--- src/rtl/clk_div_bank_if.sv ---
// Divide-ratio load bus for clk_div_bank.
//   div_load : single-cycle load strobe (may be held for back-to-back loads)
//   div_sel  : target channel index
//   div_val  : new divide ratio
//   div_ack  : one-cycle pulse, the cycle after an accepted load
// master drives the load request, slave is the divider bank.
interface clk_div_bank_if #(
    parameter int NCH   = 2,
    parameter int DIV_W = 8
);
    localparam int SEL_W = (NCH > 1) ? $clog2(NCH) : 1;

    logic             div_load;
    logic [SEL_W-1:0] div_sel;
    logic [DIV_W-1:0] div_val;
    logic             div_ack;

    modport master (output div_load, div_sel, div_val, input div_ack);
    modport slave  (input div_load, div_sel, div_val, output div_ack);
endinterface

--- src/rtl/clk_div_bank.sv ---
// clk_div_bank: free-running counter with synchronised snapshot capture,
// plus a bank of NCH programmable 50%-duty clock dividers.
//   clk_in      : single clock, everything on the rising edge
//   rst         : asynchronous active-high reset
//   sample_in   : asynchronous snapshot request (rising edge captures)
//   en          : count enable for the free-running counter
//   bus         : divide-ratio load bus (slave side)
//   clk_out     : registered divided clocks, one bit per channel
//   counter_out : last captured counter value
//   snap_valid  : one-cycle pulse marking a new counter_out
//   overflow    : sticky, set on the first counter wrap

// One divider channel. Ratio 0 parks the output low; ratio N toggles the
// output every N cycles, giving a period of 2N.
module clk_div_lane #(
    parameter int DIV_W    = 8,
    parameter int DIV_INIT = 1
) (
    input  logic             clk_in,
    input  logic             rst,
    input  logic             load,
    input  logic [DIV_W-1:0] val,
    output logic             clk_out
);
    logic [DIV_W-1:0] div_r;
    logic [DIV_W-1:0] pc;

    always_ff @(posedge clk_in or posedge rst) begin
        if (rst) begin
            div_r   <= DIV_W'(DIV_INIT);
            pc      <= '0;
            clk_out <= 1'b0;
        end else if (load) begin
            // a load wins over a terminal count on the same edge
            div_r   <= val;
            pc      <= '0;
            clk_out <= 1'b0;
        end else if (div_r == '0) begin
            pc      <= '0;
            clk_out <= 1'b0;
        end else if (pc == div_r - DIV_W'(1)) begin
            pc      <= '0;
            clk_out <= ~clk_out;
        end else begin
            pc      <= pc + DIV_W'(1);
        end
    end
endmodule

module clk_div_bank #(
    parameter int SIZE     = 8,
    parameter int NCH      = 2,
    parameter int DIV_W    = 8,
    parameter int DIV_INIT = 1
) (
    input  logic              clk_in,
    input  logic              rst,
    input  logic              sample_in,
    input  logic              en,
    clk_div_bank_if.slave     bus,
    output logic [NCH-1:0]    clk_out,
    output logic [SIZE-1:0]   counter_out,
    output logic              snap_valid,
    output logic              overflow
);
    localparam int SEL_W = (NCH > 1) ? $clog2(NCH) : 1;

    logic [SIZE-1:0] cnt;
    logic            s1, s2, s3;
    logic            rise;
    logic [NCH-1:0]  hit;

    assign rise = s2 & ~s3;

    // Counter, snapshot and sticky overflow. The capture takes the
    // pre-increment value, so a capture on the wrap edge stores all-ones.
    always_ff @(posedge clk_in or posedge rst) begin
        if (rst) begin
            cnt         <= '0;
            s1          <= 1'b0;
            s2          <= 1'b0;
            s3          <= 1'b0;
            counter_out <= '0;
            snap_valid  <= 1'b0;
            overflow    <= 1'b0;
        end else begin
            s1         <= sample_in;
            s2         <= s1;
            s3         <= s2;
            snap_valid <= rise;
            if (rise)
                counter_out <= cnt;
            if (en) begin
                cnt <= cnt + SIZE'(1);
                if (cnt == {SIZE{1'b1}})
                    overflow <= 1'b1;
            end
        end
    end

    // Per-lane select decode: an out-of-range div_sel matches no lane,
    // so it loads nothing and raises no ack.
    for (genvar i = 0; i < NCH; i++) begin : g_lane
        assign hit[i] = bus.div_load && (bus.div_sel == SEL_W'(i));

        clk_div_lane #(
            .DIV_W    (DIV_W),
            .DIV_INIT (DIV_INIT)
        ) u_lane (
            .clk_in  (clk_in),
            .rst     (rst),
            .load    (hit[i]),
            .val     (bus.div_val),
            .clk_out (clk_out[i])
        );
    end

    always_ff @(posedge clk_in or posedge rst) begin
        if (rst)
            bus.div_ack <= 1'b0;
        else
            bus.div_ack <= |hit;
    end
endmodule

--- src/flat_wrapper.sv ---
// flat-port wrapper written by rule: the top's interface ports become plain ports
module clk_div_bank_flat 
#(
    parameter int SIZE     = 8,
    parameter int NCH      = 2,
    parameter int DIV_W    = 8,
    parameter int DIV_INIT = 1
)
  (clk_in, rst, sample_in, en, clk_out, counter_out, snap_valid, overflow, bus_div_load, bus_div_sel, bus_div_val, bus_div_ack);
  clk_div_bank_if #(.NCH(NCH), .DIV_W(DIV_W)) bus_i ();
  input  logic clk_in;
  input  logic rst;
  input  logic sample_in;
  input  logic en;
  output logic [NCH-1:0] clk_out;
  output logic [SIZE-1:0] counter_out;
  output logic snap_valid;
  output logic overflow;
  input wire logic [$bits(bus_i.div_load)-1:0] bus_div_load;
  input wire logic [$bits(bus_i.div_sel)-1:0] bus_div_sel;
  input wire logic [$bits(bus_i.div_val)-1:0] bus_div_val;
  output wire logic [$bits(bus_i.div_ack)-1:0] bus_div_ack;
  assign bus_i.div_load = bus_div_load;
  assign bus_i.div_sel = bus_div_sel;
  assign bus_i.div_val = bus_div_val;
  assign bus_div_ack = bus_i.div_ack;
  clk_div_bank #(.SIZE(SIZE), .NCH(NCH), .DIV_W(DIV_W), .DIV_INIT(DIV_INIT)) u_core (.clk_in(clk_in), .rst(rst), .sample_in(sample_in), .en(en), .bus(bus_i), .clk_out(clk_out), .counter_out(counter_out), .snap_valid(snap_valid), .overflow(overflow));
endmodule
--- config.mk ---
export PLATFORM = sky130hd
export DESIGN_NAME = clk_div_bank_flat
export DESIGN_NICKNAME = d
export VERILOG_FILES = /design/src/rtl/clk_div_bank_if.sv /design/src/rtl/clk_div_bank.sv /design/src/flat_wrapper.sv
export SDC_FILE = /design/constraint.sdc
export NUM_CORES = 1
export LEC_CHECK = 0
export ABC_AREA = 0
export CAP_MARGIN = 20
export CORE_ASPECT_RATIO = 1.5
export CORE_MARGIN = 1.5
export CORE_UTILIZATION = 42
export DETAILED_ROUTE_END_ITERATION = 12
export DONT_BUFFER_PORTS = 1
export HOLD_SLACK_MARGIN = 0.02
export SLEW_MARGIN = 20
export SYNTH_ARGS = -nofsm -noshare
export SYNTH_HDL_FRONTEND = slang
export SYNTH_SLANG_ARGS = --single-unit
--- constraint.sdc ---
create_clock -name clk_in -period 2.7 [get_ports clk_in]
set_input_delay 0.54 -clock clk_in [delete_from_list [all_inputs] [get_ports clk_in]]
set_output_delay 0.54 -clock clk_in [all_outputs]
set_load 0.02 [all_outputs]
==> run_results.csv <==
group,metric,value,unit
global_route,overflow,0,
detailed_routing,viasPerCell,5.33,
synth,synth_top_family_by_area,"simple AND/OR/NAND/NOR gates",
global_route,antenna_found_initial,0,
synth,syn-cell-area,2730,um^2
layout,diodes,0,
synth,synth_compound_area_share,5.73,%
layout,fin_nets,263,
power,p_leak,1.28,nW
critical_path,cpMaxStageDelayCell,"or4b_1",
sta,fin_crit,2.56,ns
synth,synth_edf_count,0,
outcome,outcome,"finished clean",
global_route,busiest_layer,"met2",
sta,tns,0,ns
synth,synth.most_common_cell,"dfrtp_1",
critical_path,cp-start-kind,"flop",
sta,clock-skew-final,0.00548,ns
min_path,hold_class,"primary input to async pin",
synth,ys.flop_type,"dfrtp_1",
sta,final_hold_viol_count,0,
clock_tree,cts_buffers,5,
global_route,grt_max_degree,31,
critical_path,cp.required,2.90,ns
sta,worst_slack,0.141,ns
floorplan,num_rows,35,
layout,fillers,569,
synth,synth.area.mux_share,10.0,%
layout,synthToLayoutAreaGrowth,7.38,%
clock_tree,cts_setup_buffers,0,
critical_path,cp_slowest_stage_delay,0.52,ns
placed_design,hpwl,3.71,mm
placed_design,place_ws,0.181,ns
detailed_routing,drt-total-wl,5.00,mm
clock_tree,cts_max_level,2,
synth,synth_cells,235,
layout,drive_above_1_share,21.0,%
sta,grt_setup_unrepaired,"false",
global_route,met1_usage,19.1,%
sta,setup_viol,0,
synth,syn_nets,256,
sta,slew_headroom,58.2,%
global_route,grt_pass1_vias,1738,
synth,synth_fa_ha_area_share,3.21,%
critical_path,path_cells,"or3_4 > or4b_1 > a2111o_1 > a2111oi_4 > mux2_4",
critical_path,worst-path-max-fanout,4,
placed_design,placedCellCount,309,
critical_path,crit_arrival,2.76,ns
floorplan,fp.dieH,102,um
global_route,grt_pass1_wl,8.28,mm
synth,synthArstFlopShare,100,%
clock_tree,ctsHoldBuffers,0,
synth,synth-seq-cells,56,
detailed_routing,drcViolationCount,0,
sta,hold_ws,0.180,ns
synth,synth_common_cells,"54 x dfrtp_1, 23 x mux2_2, 22 x xor2_1",
layout,final_cells,317,
detailed_routing,drtPass1Iterations,4,
synth,seq_area_frac_synth,51.4,%
run,maxCapViolCount,0,
critical_path,path_class,"flop to flop",
clock_tree,cts.sinks,56,
placed_design,io_buffers,0,
synth,syn_avg_cell_area,11.6,um^2
clock_tree,clock-root-buffer,"clkbuf_8",
clock_tree,clk-insertion-delay-late,0.31,ns
global_route,use_met2,27.6,%
sta,drv_slew,0,
synth,synth_top_area_share,49.5,%
synth,synth_warnings,0,
power,fin_total_pwr,2.30,mW
floorplan,core_area,6220,um^2
synth,yosys-top-cells-area,"dfrtp_1 50%, mux2_2 9.5%, xor2_1 7.1%, xnor2_1 5.1%, nor3_1 3.5%",
sta,worst-slew-pin-transition,0.626,ns
global_route,grt_use_met3,3.00,%
detailed_routing,vias,1689,
synth,synth_xor_area_share,12.2,%
clock_tree,cts_resized,0,
synth,synth-simple-area-share,14.9,%
floorplan,io_pins,27,
sta,fmax,391,MHz
clock_tree,cts_tree,"built",
synth,synth_cell_types,40,
detailed_routing,first_iter_violations,125,
sta,fin_crit_sh,94.8,%
global_route,grt_use_total,15.8,%
detailed_routing,ant_nets,0,
floorplan,start_util,43.9,%
floorplan,design.die.area,7000,um^2
clock_tree,clkTransAtPathRegs,0.11,ns
placed_design,place.gp.congestion,0.710,
power,ir_worst_vdd,512,uV
synth,yosysTopAreaCell,"dfrtp_1",
power,p_per_area,785,nW/um^2
floorplan,die_w,68.8,um
critical_path,crit_path_end_kind,"flop",
clock_tree,clock_path_buffers,2,
detailed_routing,wl_per_cell,15.8,um
==> logic make-up after synthesis <==
kind of cell    after synthesis
simple gates                 76
flops                        56
xor+xnor                     38
mux                          24
compound gates               18
buf+inv                      16
fa+ha+maj                     7
==> layer usage <==
layer,vias up,wire [um]
met5,-,0
met4,0,70
met3,6,149
met2,19,2680
met1,835,2110
li1,829,-
==> through the flow <==
stage / area, um^2 / utilization, %
finish: 2930 / 47.1
global placement: 2840 / 45.7
CTS: 2930 / 47.1
floorplan: 2730 / -
detailed placement: 2840 / 45.7
global route: 2930 / 47.1
==> registers in the layout, indices dropped and copies added (netlist names) <==
name,cells
u_core.snap_valid,1
u_core.g_lane.u_lane.clk_out,2
u_core.s1,1
u_core.cnt,8
u_core.g_lane.u_lane.div_r,16
u_core.g_lane.u_lane.pc,16
u_core.s2,1
u_core.s3,1
u_core.bus.div_ack,1
u_core.counter_out,8
u_core.overflow,1
==> worst max-delay path: cells and delay by family (launching register included) <==
family / cells / cell delay (ns)
DFF: 1 / 0.43
and+or+nand+nor: 2 / 0.87
AOI/OAI and AO/OA: 2 / 0.82
muxes: 1 / 0.33
==> where the power goes <==
part / leakage [nW] / total (mW) / internal, mW / switching [mW]
combinational: 0.545 / 0.508 / 0.284 / 0.224
sequential: 0.693 / 1.32 / 1.03 / 0.284
clock: 0.0445 / 0.473 / 0.185 / 0.288
==> cells in the final DEF, fill, tap and decap left out, types with 2 or more instances in the layout <==
cell	n
nor3b_1	2
mux2_2	23
xor2_1	22
nor4_1	2
and3b_1	2
and3_1	5
xnor2_1	16
buf_4	7
or2_2	2
nor3_1	19
dfrtp_1	54
clkbuf_8	5
o21ai_0	4
dfstp_2	2
nor2_1	11
ha_1	7
nor2b_1	3
inv_1	8
nand2_1	10
nand2b_1	2
nand3_1	12
a31o_2	3
nand4_1	2
==> final cells by class <==
| class | count | area, um^2 | area share, % |
|---|---|---|---|
| Clock buffer | 5 | 68.8 | 2.35 |
| Timing Repair Buffer | 7 | 52.6 | 1.79 |
| Clock inverter | 3 | 21.3 | 0.726 |
| Tap cell | 74 | 92.6 | 3.16 |
| Multi-Input combinational cell | 163 | 1260 | 42.9 |
| Sequential cell | 56 | 1400 | 47.9 |
| Inverter | 9 | 33.8 | 1.15 |
==> final timing paths <==
check	startpoint	endpoint	slack, ns	cells past startpoint
hold reg to reg	u_core.s1	u_core.s2	0.36	0
max in group asynchronous	rst	u_core.s2	1.80	2
min in group clk_in	sample_in	u_core.s1	0.25	0
setup / recovery	u_core.g_lane[0].u_lane.div_r[4]	u_core.g_lane[0].u_lane.clk_out	0.14	5
hold / removal	rst	u_core.g_lane[1].u_lane.clk_out	0.18	1
setup reg to reg	u_core.g_lane[0].u_lane.div_r[4]	u_core.g_lane[0].u_lane.clk_out	0.14	5
Power figures use the tool's default switching activity.
